$ cat src/rtl/i2s_pkg.sv
// Shared types for the I2S receive controller: FSM states, channel tags and
// the stereo frame layout.
package i2s_pkg;

  localparam int unsigned DEF_AUDIO_WORD_LEN = 24;

  typedef enum logic [1:0] {
    IDLE   = 2'd0,
    WARMUP = 2'd1,
    RUN    = 2'd2,
    DRAIN  = 2'd3
  } rx_ctrl_state_t;

  typedef enum logic {
    CH_LEFT  = 1'b0,
    CH_RIGHT = 1'b1
  } chan_t;

  typedef struct packed {
    logic [DEF_AUDIO_WORD_LEN-1:0] left;
    logic [DEF_AUDIO_WORD_LEN-1:0] right;
  } stereo_frame_t;

  // LRCLK low marks the left channel, high marks the right channel.
  function automatic chan_t lrclk_to_chan(input logic lrclk);
    return lrclk ? CH_RIGHT : CH_LEFT;
  endfunction

endpackage

$ cat src/rtl/i2s_frame_fifo.sv
// First-word fall-through FIFO for stereo frames. A push while full is taken
// only when a pop happens in the same cycle; otherwise it is ignored here.
module i2s_frame_fifo #(
  parameter int unsigned WIDTH = 48,
  parameter int unsigned DEPTH = 4
) (
  input  logic             clk_i,
  input  logic             rst_ni,
  input  logic             push_i,
  input  logic             pop_i,
  input  logic [WIDTH-1:0] data_i,
  output logic [WIDTH-1:0] data_o,
  output logic             full_o,
  output logic             empty_o
);

  localparam int unsigned AW = $clog2(DEPTH);
  localparam logic [AW:0] PTR_ONE = (AW + 1)'(1);

  logic [WIDTH-1:0] r_mem [DEPTH];
  logic [AW:0]      r_wr_ptr;
  logic [AW:0]      r_rd_ptr;
  logic             w_full;
  logic             w_empty;
  logic             w_wr_en;
  logic             w_rd_en;

  // Extra wrap bit separates full from empty when the indices coincide.
  assign w_empty = (r_wr_ptr == r_rd_ptr);
  assign w_full  = (r_wr_ptr[AW] != r_rd_ptr[AW]) &&
                   (r_wr_ptr[AW-1:0] == r_rd_ptr[AW-1:0]);
  assign w_rd_en = pop_i && !w_empty;
  assign w_wr_en = push_i && (!w_full || w_rd_en);

  assign full_o  = w_full;
  assign empty_o = w_empty;
  assign data_o  = w_empty ? '0 : r_mem[r_rd_ptr[AW-1:0]];

  // Pointer registers.
  always_ff @(posedge clk_i or negedge rst_ni) begin
    if (!rst_ni) begin
      r_wr_ptr <= '0;
      r_rd_ptr <= '0;
    end else begin
      if (w_wr_en) begin
        r_wr_ptr <= r_wr_ptr + PTR_ONE;
      end
      if (w_rd_en) begin
        r_rd_ptr <= r_rd_ptr + PTR_ONE;
      end
    end
  end

  // Storage; on full+pop the write lands in the slot just vacated by the head.
  always_ff @(posedge clk_i) begin
    if (w_wr_en) begin
      r_mem[r_wr_ptr[AW-1:0]] <= data_i;
    end
  end

endmodule

$ cat src/rtl/i2s_rx_ctrl.sv
// I2S receive controller: sequences the receiver enable, drops warm-up frames,
// pairs left/right words into frames and streams them out through a FIFO.
module i2s_rx_ctrl
  import i2s_pkg::*;
#(
  parameter int unsigned AUDIO_WORD_LEN = DEF_AUDIO_WORD_LEN,
  parameter int unsigned FIFO_DEPTH     = 4,
  parameter int unsigned WARMUP_FRAMES  = 2,
  parameter int unsigned DROP_CNT_W     = 8
) (
  input  logic                      clk_i,
  input  logic                      rst_ni,
  input  logic                      start_i,
  input  logic                      stop_i,
  input  logic                      clr_overflow_i,
  output logic                      rx_enable_o,
  input  logic                      rx_sample_i,
  input  logic [AUDIO_WORD_LEN-1:0] rx_data_i,
  input  logic                      rx_lrclk_i,
  output logic                      out_valid_o,
  input  logic                      out_ready_i,
  output logic [AUDIO_WORD_LEN-1:0] out_left_o,
  output logic [AUDIO_WORD_LEN-1:0] out_right_o,
  output logic                      busy_o,
  output logic                      overflow_o,
  output logic [DROP_CNT_W-1:0]     drop_cnt_o
);

  localparam int unsigned FW   = 2 * AUDIO_WORD_LEN;
  localparam int unsigned WU_W = (WARMUP_FRAMES > 0) ? $clog2(WARMUP_FRAMES + 1) : 1;
  localparam logic [WU_W-1:0]       WU_LOAD  = WU_W'(WARMUP_FRAMES);
  localparam logic [WU_W-1:0]       WU_ONE   = WU_W'(1);
  localparam logic [DROP_CNT_W-1:0] DROP_ONE = DROP_CNT_W'(1);
  localparam logic [DROP_CNT_W-1:0] DROP_MAX = '1;
  localparam rx_ctrl_state_t START_STATE = (WARMUP_FRAMES == 0) ? RUN : WARMUP;

  rx_ctrl_state_t            r_state;
  rx_ctrl_state_t            w_state_nxt;
  logic                      r_rx_enable;
  logic                      r_pending;
  logic [AUDIO_WORD_LEN-1:0] r_pending_left;
  logic [WU_W-1:0]           r_wu_cnt;
  logic                      r_overflow;
  logic [DROP_CNT_W-1:0]     r_drop_cnt;

  chan_t                     w_chan;
  logic                      w_sample;
  logic                      w_left_word;
  logic                      w_frame_done;
  logic                      w_start;
  logic                      w_stop;
  logic                      w_push;
  logic                      w_pop;
  logic                      w_drop;
  logic                      w_full;
  logic                      w_empty;
  logic [FW-1:0]             w_fifo_din;
  logic [FW-1:0]             w_fifo_dout;

  assign w_chan       = lrclk_to_chan(rx_lrclk_i);
  assign w_sample     = r_rx_enable && rx_sample_i;
  assign w_left_word  = w_sample && (w_chan == CH_LEFT);
  assign w_frame_done = w_sample && (w_chan == CH_RIGHT) && r_pending;
  assign w_start      = (r_state == IDLE) && start_i;
  assign w_stop       = ((r_state == WARMUP) || (r_state == RUN)) && stop_i;
  // A frame completing alongside stop is still pushed: r_state is still RUN.
  assign w_push       = w_frame_done && (r_state == RUN);
  assign w_pop        = !w_empty && out_ready_i;
  assign w_drop       = w_push && w_full && !w_pop;
  assign w_fifo_din   = {r_pending_left, rx_data_i};

  i2s_frame_fifo #(
    .WIDTH (FW),
    .DEPTH (FIFO_DEPTH)
  ) u_fifo (
    .clk_i   (clk_i),
    .rst_ni  (rst_ni),
    .push_i  (w_push),
    .pop_i   (w_pop),
    .data_i  (w_fifo_din),
    .data_o  (w_fifo_dout),
    .full_o  (w_full),
    .empty_o (w_empty)
  );

  // Next-state logic for the capture sequencer.
  always_comb begin
    w_state_nxt = r_state;
    case (r_state)
      IDLE: begin
        if (start_i) w_state_nxt = START_STATE;
        else         w_state_nxt = IDLE;
      end
      WARMUP: begin
        if (stop_i)                                  w_state_nxt = DRAIN;
        else if (w_frame_done && (r_wu_cnt == WU_ONE)) w_state_nxt = RUN;
        else                                         w_state_nxt = WARMUP;
      end
      RUN: begin
        if (stop_i) w_state_nxt = DRAIN;
        else        w_state_nxt = RUN;
      end
      DRAIN: begin
        if (w_empty) w_state_nxt = IDLE;
        else         w_state_nxt = DRAIN;
      end
      default: w_state_nxt = IDLE;
    endcase
  end

  // State, receiver enable, left/right pairing and warm-up countdown.
  always_ff @(posedge clk_i or negedge rst_ni) begin
    if (!rst_ni) begin
      r_state        <= IDLE;
      r_rx_enable    <= 1'b0;
      r_pending      <= 1'b0;
      r_pending_left <= '0;
      r_wu_cnt       <= '0;
    end else begin
      r_state <= w_state_nxt;
      if (w_start) begin
        r_rx_enable <= 1'b1;
        r_pending   <= 1'b0;
        r_wu_cnt    <= WU_LOAD;
      end else if (w_stop) begin
        r_rx_enable <= 1'b0;
        r_pending   <= 1'b0;
      end else begin
        // A second left word simply replaces the first (resynchronisation).
        if (w_left_word) begin
          r_pending_left <= rx_data_i;
          r_pending      <= 1'b1;
        end else if (w_frame_done) begin
          r_pending <= 1'b0;
        end
        if ((r_state == WARMUP) && w_frame_done) begin
          r_wu_cnt <= r_wu_cnt - WU_ONE;
        end
      end
    end
  end

  // Overflow accounting; a drop outranks a simultaneous clear.
  always_ff @(posedge clk_i or negedge rst_ni) begin
    if (!rst_ni) begin
      r_overflow <= 1'b0;
      r_drop_cnt <= '0;
    end else if (w_drop) begin
      r_overflow <= 1'b1;
      if (clr_overflow_i)            r_drop_cnt <= DROP_ONE;
      else if (r_drop_cnt != DROP_MAX) r_drop_cnt <= r_drop_cnt + DROP_ONE;
      else                           r_drop_cnt <= r_drop_cnt;
    end else if (clr_overflow_i) begin
      r_overflow <= 1'b0;
      r_drop_cnt <= '0;
    end else begin
      r_overflow <= r_overflow;
      r_drop_cnt <= r_drop_cnt;
    end
  end

  assign rx_enable_o = r_rx_enable;
  assign busy_o      = (r_state != IDLE);
  assign overflow_o  = r_overflow;
  assign drop_cnt_o  = r_drop_cnt;
  assign out_valid_o = !w_empty;
  assign out_left_o  = w_fifo_dout[FW-1:AUDIO_WORD_LEN];
  assign out_right_o = w_fifo_dout[AUDIO_WORD_LEN-1:0];

endmodule

$ cat config.mk
export PLATFORM = sky130hd
export DESIGN_NAME = i2s_rx_ctrl
export DESIGN_NICKNAME = d
export VERILOG_FILES = /design/src/rtl/i2s_pkg.sv /design/src/rtl/i2s_frame_fifo.sv /design/src/rtl/i2s_rx_ctrl.sv
export SDC_FILE = /design/constraint.sdc
export NUM_CORES = 1
export LEC_CHECK = 0
export BUFFER_PORTS_ARGS = -buffer_cell sky130_fd_sc_hd__buf_2
export CORE_ASPECT_RATIO = 1.25
export CORE_MARGIN = 3
export CORE_UTILIZATION = 63
export DETAILED_ROUTE_END_ITERATION = 8
export GPL_TIMING_DRIVEN = 0
export PLACE_DENSITY = 0.84
export SETUP_SLACK_MARGIN = 0.02
export SYNTH_ARGS = -nofsm -noshare
export SYNTH_HDL_FRONTEND = slang
export SYNTH_SLANG_ARGS = --single-unit
$ cat constraint.sdc
create_clock -name clk_i -period 7.64 [get_ports clk_i]
set_input_delay 1.146 -clock clk_i [delete_from_list [all_inputs] [get_ports clk_i]]
set_output_delay 1.146 -clock clk_i [all_outputs]
set_load 0.01 [all_outputs]
# Word-level counts from Yosys, hierarchy flattened
# Memories as Yosys holds them, arrays and structs flattened.
# Index checks and enable logic that the tools add are counted.
# word_totals
ff_bits,45
ramBits,192
input_bits,32
elab_cells,81
mem_count,1
# op_classes
n_addsub,4
eq_ne,9
mux,25
n_bitwise,3
reduce_logical,30
# mem_list
memory,words,width,read_ports,rd_clocked_by_memory_dff,wr,line_no,source
u_fifo.r_mem,4,48,1,0,1,i2s_frame_fifo.sv:20,logic [WIDTH-1:0] r_mem [DEPTH];
# ops
op,count
two-way mux 48 bit,1
two-way mux 8 bit,4
logical AND 1 bit,15
two-way mux 1 bit,13
two-way mux 2 bit,6
nonzero test 2 bit,5
"adder 8 x 1 -> 8 bit, second input constant",1
"!= test 8 bit, second input constant",1
case mux 2 bit (4 select lines),1
"adder 3 x 1 -> 3 bit, second input constant",2
"equality test 2 x 1 -> 1 bit, second input constant",2
"equality test 2 bit, second input constant",2
AND reduction 2 bit,2
nonzero test 4 bit,1
equality test 3 bit,1
logical NOT 1 bit,3
NOT 1 bit,3
AND reduction 3 bit,1
equality test 2 bit,1
logical NOT 2 bit,1
logical OR 1 bit,2
"!= test 2 bit, second input constant",1
"subtractor 2 x 1 -> 2 bit, second input constant",1
!= test 1 bit,1

# Longest topological paths before layout
# Gate-level depths: netlist of the first run.
# logic_depth
ltp_word,8
mapped_depth,7
depth_no_buf,6

# Modules after synthesis
# Synthesis of the first run repeated with hierarchy kept, for this count alone.
# unflattened
cells_unflattened,489
area_unflattened_um2,9474.1
# by_module_without_submodules
mod,instances,cells_per_inst,area_per_inst_um2,seq_area_each_um2
i2s_frame_fifo,1,340,7683.6,5915.7
i2s_rx_ctrl,1,149,1790.5,975.9

# Worst setup path before layout of the first run
# No wires, ideal clock.
# synth_path
path_kind,input to register
startpoint,input rx_lrclk_i
endpoint,memory u_fifo.r_mem[3][0] (enable)
setup_ns,0.412
arrival_ns,2.995
required_time_ns,7.228
setup_slack_ns,4.233
cell_stages,4
path_buffers,0
path_cell_list,and4_1 nand2_1 nor2b_1 and2_1
# synth_between
elab_chain_cells,7
# synth_rtl
element,line_no,source
"start, declared",i2s_rx_ctrl.sv:19,"input logic rx_lrclk_i,"
two-way mux 1 bit,i2s_pkg.sv:26,return lrclk ? CH_RIGHT : CH_LEFT;
logical AND 1 bit (2 in series),i2s_rx_ctrl.sv:63,assign w_frame_done = w_sample && (w_chan == CH_RIGHT) && r_pending;
logical AND 1 bit,i2s_rx_ctrl.sv:67,assign w_push = w_frame_done && (r_state == RUN);
logical AND 1 bit,i2s_frame_fifo.sv:33,assign w_wr_en = push_i && (!w_full || w_rd_en);
two-way mux 1 bit,i2s_frame_fifo.sv:56,if (w_wr_en) begin
two-way mux 1 bit (implied by the code),i2s_frame_fifo.sv:57,r_mem[r_wr_ptr[AW-1:0]] <= data_i;
"end, declared",i2s_frame_fifo.sv:20,
# No other way between the ends.

# Worst setup path in the final report of the first run
# layout_path
startpoint,register u_fifo.r_rd_ptr[1]
endpoint,output out_left_o[20]
# layout_between
elab_chain_cells,2
elab_cells_between_ends,3
cone_classes,eq/ne: 1; mux: 1; memory: 1
# layout_rtl
element,line_no,source
"start, declared",i2s_frame_fifo.sv:22,logic [AW:0] r_rd_ptr;
"start signal, assigned",i2s_frame_fifo.sv:49,r_rd_ptr <= r_rd_ptr + PTR_ONE;
memory (4 x 48 bit) or equality test 3 bit (tied branches),--,
two-way mux 48 bit (*),i2s_frame_fifo.sv:37,assign data_o = w_empty ? '0 : r_mem[r_rd_ptr[AW-1:0]];
"end, declared",i2s_rx_ctrl.sv:22,"output logic [AUDIO_WORD_LEN-1:0] out_left_o,"
# Mark *: on every way between the ends. The rest lies on a longest branch, timed or not.

==> results of run 1 <==
[power by group]
part / switching, mW / internal (mW)
registers: 0.105 / 1.57
clock network: 0.445 / 0.686
logic: 0.607 / 0.574
total: 1.16 / 2.83
[sequential cells by signal, indices dropped and copies added (netlist names), 2 cells and up]
signal           count
drop_cnt_o           8
u_fifo.r_rd_ptr      3
u_fifo.r_mem       192
r_wu_cnt             2
r_state              2
u_fifo.r_wr_ptr      3
r_pending_left      24
[path summary, 6_finish.rpt]
kind / to / cells after the start
hold / removal: u_fifo.r_wr_ptr[2] / 1
hold reg to reg: u_fifo.r_wr_ptr[2] / 1
min in group asynchronous: r_pending_left[18] / 1
setup reg to reg: r_pending_left[22] / 7
max in group asynchronous: r_pending_left[6] / 1
setup / recovery: out_left_o[20] / 6
[logic make-up (layout without fill, tap and decap cells)]
family          after synthesis  after routing  synth area share
flops                       237            237             0.742
simple gates                 99             99            0.0599
xor+xnor                      9              9           0.00849
mux                          76             76             0.150
fa+ha+maj                    12             12            0.0162
buf+inv                      28            163            0.0117
compound gates               16             16            0.0119
[layout make-up]
cell class,instances,area (um2),share of cell area
Buffer,20,78.8,0.00729
Tap cell,178,223,0.0206
Clock buffer,27,591,0.0546
Timing Repair Buffer,95,536,0.0495
Inverter,8,30.0,0.00278
Clock inverter,13,166,0.0154
Multi-Input combinational cell,212,2290,0.212
Sequential cell,237,6890,0.637
[layer usage]
| metal | share of wire | vias up | global-route usage |
|---|---|---|---|
| met2 | 0.54 | 175 | 0.410 |
| met5 | 0.00062 | - | 0 |
| met3 | 0.062 | 40 | 0.0439 |
| li1 | - | 2087 | - |
| met1 | 0.36 | 2423 | 0.285 |
| met4 | 0.030 | 2 | 0.0819 |
[metrics by stage]
step | total power, mW | instance area [um2] | std cells | hold slack [ns]
floorplan | 2.47 | 9290 | 477 | 0.462
global placement | 2.82 | 9970 | 746 | 0.477
detailed placement | 2.88 | 10100 | 750 | 0.480
CTS | 4.02 | 10800 | 790 | 0.498
global route | 4.18 | 10800 | 790 | 0.531
finish | 3.98 | 10800 | 790 | 0.500
[synth_stat cells, drive strengths merged]
cell    instances  share of area
and3            1        0.00067
xor2            6         0.0057
edfxtp        192           0.62
clkbuf         15         0.0062
mux2           26          0.032
ha             12          0.016
mux2i           2         0.0022
or4             2         0.0024
or2             1        0.00067
or3             1        0.00067
a41oi           1        0.00094
and4            1        0.00094
and2           53          0.036
inv             8         0.0032
nand2b          1        0.00067
a311oi          1        0.00094
nand2          17         0.0069
o22ai           1        0.00067
mux4           48           0.12
xnor2           3         0.0028
o21ai           3         0.0016
nor2b           2         0.0013
a221oi          2         0.0019
nor3b           1        0.00081
nor2           10         0.0040
a21oi           4         0.0022
o21ba           1         0.0011
buf             5         0.0023
o21a            2         0.0016
nor3            3         0.0016
nand4           2         0.0013
o311ai          1        0.00094
dfrtp          45           0.12
nand3           4         0.0022
[worst max-delay path, stage by stage, from the launching register on]
cell	delay (ns)
dfrtp_1	0.38
clkbuf_1	0.27
clkbuf_1	0.59
clkbuf_1	0.58
mux4_2	0.41
and2_1	0.18
buf_2	0.14
==> metrics.txt, run 1 <==
outcome finished, final reports clean; VDD IR max 0.000254 V; GR Util All Layers 0.232; Core Region 14400 um2; Ports 92; # rows 49; CTS sink cnt 237; post-synthesis sequential area ratio 0.742; DP HPWL 10.9 mm; Seq cells post-synth 237; RR Startpoint r_state[1]; Netlist Area Pre-Place 9290 um2; RSZ-0062 raised after global routing false; min Tclk post-route 4.19 ns; critical path class register to primary output; Cells after Synth 477; period utilisation layout 0.549; CP Max Fanout 10; drt total wl 17.8 mm; TritonCTS clock tree yes; Post-Place Setup Slack 4.03 ns; Hold Path Class register to register; worst path arrival time 3.04 ns; Residual DRC 0; Slew Viols, Final 0; syn nets 521; share of cells above drive strength 1 0.351; wire length per cell 22.6 um; commonest non-fill, non-tap cell in the layout edfxtp_1; clk buf depth 3; Hold Vio Cnt, Final 0; global route overflow 0; chip width 115 um; post-CTS setup buffers 0; DIE AREA 16200 um2; drt first pass iters 5; Least-Margin Pin Slew 1.17 ns; Yosys cell types 36; later-pin clock latency in the skew report 0.50 ns; CTS buffer count 22; # hold bufs at CTS 0; LEAKAGE 3.91 nW; H-tree levels 1; RD Place Congestion 0.762; P per Cell Area 369 nW/um2; IO buf count 91; 1st-iter DRT viols 299; # diodes 0; max-cap check violation count 0; hold_sp u_fifo.r_wr_ptr[2]; clock slew at reported path FFs 0.06 ns; FMAX 239 MHz; Starting Density 0.645; commonest cells after routing, fill and taps aside edfxtp_1, buf_2, and2_1; PostCTS Resize Cnt 0; worst clock skew 0.00797 ns; DR vias 4727; Avg Synthesized Cell Area 19.5 um2; Die Y 142 um; Final Worst Setup Slack 3.45 ns; pin count of the biggest net entering global routing 46; final setup vio count 0; Yosys Warn Count 0; vias in the first global route 5167; initial antenna violation count 1; Fill cells 818; crit path launch u_fifo.r_rd_ptr[1]; Routed Antenna Nets 0; Fin Setup TNS 0 ns; clock root buffer clkbuf_16; CP endpoint kind primary output; Setup crit start kind register; Finished Core Util 0.750; FF-to-FF setup slack 4.58 ns; Max-slew headroom 0.217; first-pass GRT wire length 28.3 mm; final-stage net count 640; Vias per Instance 5.98; CP required 6.49 ns; area delta synth->final 16.4%
Note: power is estimated with default switching activity, not from simulation.
==> run 2: changes to the inputs <==
CORE_UTILIZATION = 53   (was 63)
PLACE_DENSITY = 0.76   (was 0.84)
clock period = 3.4 ns   (was 7.64 ns; I/O delays follow)
==> metrics.txt, run 2 (synthesis results as in run 1) <==
VDD IR max 0.000464 V; Core Region 17000 um2; Max-slew headroom 0.235; Vias per Instance 5.58; DR vias 4632; H-tree levels 1; later-pin clock latency in the skew report 0.50 ns; DP HPWL 11.0 mm; RSZ-0062 raised after global routing false; Finished Core Util 0.642; chip width 124 um; Slew Viols, Final 0; CTS buffer count 21; CTS sink cnt 237; Placement Cell Area 10100 um2; share of cells above drive strength 1 0.359; Final Worst Setup Slack 0.186 ns; RD Place Congestion 0.771; Reg power frac 0.417; DIE AREA 19200 um2; Starting Density 0.547; Residual DRC 0; Die Y 154 um; global route overflow 0; Post-Place Setup Slack 0.469 ns; Ports 92; CP endpoint kind primary output; commonest non-fill, non-tap cell in the layout edfxtp_1; 1st-iter DRT viols 412; wire length on met1 6.93 mm; clock slew at reported path FFs 0.07 ns; outcome finished, final reports clean; Layout Cells excl Fill 830; commonest cells after routing, fill and taps aside edfxtp_1, buf_2, and2_1; Hold Vio Cnt, Final 0; CP required 2.89 ns; period utilisation layout 0.945; max-cap check violation count 0; Least-Margin Pin Slew 1.15 ns; clk buf depth 3; # diodes 0; drt first pass iters 4; Setup crit start kind register; CP Max Fanout 10; first-pass GRT wire length 27.8 mm; Hold Path Class input pin to register; P per Cell Area 824 nW/um2; final-stage net count 639; vias in the first global route 4991; DR WL met2 9.26 mm; drt total wl 17.4 mm; LEAKAGE 3.92 nW; worst clock skew 0.0193 ns; TritonCTS clock tree yes; Max Used Layer met5; area delta synth->final 17.2%; min Tclk post-route 3.21 ns; # rows 53; initial antenna violation count 1; Fin Setup TNS 0 ns; Finished Cell Area 10900 um2; Fill cells 1221; Pint 6.41 mW; WHS 0.223 ns; final setup vio count 0; clock root buffer clkbuf_16; FMAX 311 MHz; # hold bufs at CTS 0; wire length per cell 21.0 um; critical path class register to primary output; Inst Count DP 792; GR Util All Layers 0.184; Clock power frac 0.291; worst path arrival time 2.70 ns; IO buf count 91; Sw Ratio 0.286; WL met3 950 um; max FFs per register 192; final total power 8.98 mW; pin count of the biggest net entering global routing 46; Routed Antenna Nets 0; Comb power frac 0.292; sw power 2.57 mW
## run 2: cell count changes in the layout (fill, tap and decap cells not counted), sizes merged
cell / delta
clkdlybuf4s15: +1
bufinv: +2
clkinv: -1
buf: -3
clkinvlp: +2
inv: +1
clkbuf: -4
## run 2: layout make-up
cell class / count / area, um2 / share of cell area
inverters: 8 / 30.0 / 0.00276
clock inverters: 17 / 248 / 0.0227
flip-flops and latches: 237 / 6890 / 0.633
well taps: 220 / 275 / 0.0253
clock buffers: 21 / 526 / 0.0482
repair buffers: 95 / 536 / 0.0492
multi-input cells: 212 / 2290 / 0.211
plain buffers: 20 / 91.3 / 0.00839
## run 2: path summary, 6_finish.rpt
kind / start / endpoint / slack, ns / cells past startpoint
worst max-delay path: u_fifo.r_rd_ptr[0] / out_left_o[17] / 0.19 / 5
max in group asynchronous: rst_ni / r_pending_left[7] / 2.44 / 1
worst max register to register: u_fifo.r_rd_ptr[1] / u_fifo.r_mem[2][33] / 0.59 / 6
worst min register to register: u_fifo.r_wr_ptr[2] / u_fifo.r_wr_ptr[2] / 0.50 / 1
worst min-delay path: start_i / r_wu_cnt[0] / 0.22 / 2
min in group asynchronous: rst_ni / r_pending_left[15] / 0.24 / 1
## run 2: power groups by stage
stage	clock network, mW	logic, mW	registers [mW]
CTS	2.66	2.68	3.74
global placement	0	2.62	3.76
finish	2.61	2.62	3.74
floorplan	0	1.81	3.74
detailed placement	0	2.65	3.81
global route	2.76	2.88	3.78
## run 2: per-layer routing
layer,GRT usage,vias to the layer above
li1,-,2093
met3,0.0337,27
met5,0,-
met1,0.241,2389
met2,0.322,121
met4,0.0486,2
## run 2: critical path, stage by stage, from the launching register on
cell and delay (ns):
dfrtp_1 0.36, clkbuf_2 0.18, buf_1 0.69, mux4_2 0.61
and2_1 0.21, buf_2 0.15
## run 2: timing repair
item	CTS	global route
setup buffers	0	0
endpoints found under the setup margin	9	19
resized for setup	1	6
==> run 3: changes to the inputs <==
BUFFER_PORTS_ARGS = unset   (was -buffer_cell sky130_fd_sc_hd__buf_2)
CORE_UTILIZATION = 65   (was 53)
DONT_BUFFER_PORTS = 1   (was unset)
PLACE_DENSITY = 0.81   (was 0.76)
clock period = 4.07 ns   (was 3.4 ns; I/O delays follow)
==> metrics.txt, run 3 (synthesis results as in run 1) <==
share of cells above drive strength 1 0.243; max-cap check violation count 0; CP required 3.46 ns; Finished Cell Area 10400 um2; wire length per cell 24.8 um; RSZ-0062 raised after global routing false; Placement Cell Area 9590 um2; pin count of the biggest net entering global routing 46; DP HPWL 10.4 mm; first-pass GRT wire length 27.5 mm; later-pin clock latency in the skew report 0.50 ns; Fin Setup TNS 0 ns; commonest non-fill, non-tap cell in the layout edfxtp_1; PostCTS Resize Cnt 0; worst path arrival time 2.92 ns; clock root buffer clkbuf_16; drt total wl 17.3 mm; RD Place Congestion 0.780; Die Y 140 um; drt first pass iters 4; LEAKAGE 3.55 nW; Final Worst Setup Slack 0.542 ns; DR vias 4405; Residual DRC 0; WHS 0.197 ns; # diodes 0; CP endpoint kind primary output; vias in the first global route 4812; critical path class register to primary output; clock slew at reported path FFs 0.06 ns; global route overflow 0; area delta synth->final 12.3%; P per Cell Area 695 nW/um2; GR Util All Layers 0.229; Post-Place Setup Slack 1.08 ns; TritonCTS clock tree yes; max FFs per register 192; final-stage net count 551; FMAX 283 MHz; Vias per Instance 6.31; Routed Antenna Nets 0; Hold Vio Cnt, Final 0; Ports 92; WL met3 1.31 mm; CP Max Fanout 10; DR WL met2 8.97 mm; Max Used Layer met4; VDD IR max 0.000472 V; # rows 48; outcome finished, final reports clean; Starting Density 0.670; initial antenna violation count 0; Slew Viols, Final 0; worst clock skew 0.0107 ns; chip width 113 um; clk buf depth 3; commonest cells after routing, fill and taps aside edfxtp_1, and2_1, mux4_2; min Tclk post-route 3.53 ns; CTS buffer count 22; wire length on met1 6.51 mm; Max-slew headroom 0.300; CTS sink cnt 237; Setup crit start kind register; DIE AREA 15800 um2; Hold Path Class input pin to register; 1st-iter DRT viols 304; period utilisation layout 0.867; Core Region 13900 um2; final setup vio count 0; IO buf count 0; H-tree levels 1; Least-Margin Pin Slew 1.04 ns
run 3: path summary, 6_finish.rpt:
kind	endpoint	slack (ns)	cells past startpoint	from
setup reg to reg	r_pending_left[23]	1.09	7	r_state[0]
hold / removal	u_fifo.r_mem[1][7]	0.20	0	rx_data_i[7]
hold reg to reg	r_wu_cnt[1]	0.50	2	r_wu_cnt[1]
max in group asynchronous	r_wu_cnt[0]	3.21	2	rst_ni
setup / recovery	out_left_o[18]	0.54	5	u_fifo.r_rd_ptr[1]
min in group asynchronous	r_pending_left[16]	0.63	2	rst_ni
run 3: worst max-delay path, cell delays in order (launching register included):
cell	delay (ns)
dfrtp_1	0.35
clkbuf_1	0.25
clkbuf_1	0.56
clkbuf_1	0.61
mux4_2	0.43
and2_1	0.21
run 3: timing repair:
action,CTS,global route
setup buffers,0,0
endpoints found under the hold margin,45,0
hold buffers,2,0
run 3: final cells by class:
class	count	area (um2)
timing repair buffer	6	118
clock buffer	29	628
sequential	237	6890
buffer	20	78.8
multi-input combinational	212	2290
inverter	8	30.0
clock inverter	11	169
tap	175	219
fill	765	3440
run 3: metrics by stage:
step                utilization  power [mW]  std cells
floorplan                     -        4.63        477
global placement          0.685        5.00        652
detailed placement        0.692        5.09        656
CTS                       0.752        7.32        698
global route              0.752        7.59        698
finish                    0.752        7.25        698
run 3: metal layers:
| layer | GRT usage | vias up |
|---|---|---|
| met5 | 0 | - |
| met4 | 0.0810 | 0 |
| met3 | 0.0570 | 37 |
| met2 | 0.380 | 168 |
| met1 | 0.298 | 2292 |
| li1 | - | 1908 |
run 3: power by group:
group          internal (mW)  total (mW)  leakage, nW  switching [mW]
Sequential              2.94        3.15         2.28           0.203
Clock                   1.35        2.20        0.378           0.858
Combinational          0.836        1.90        0.896            1.06
Total                   5.13        7.25         3.55            2.12
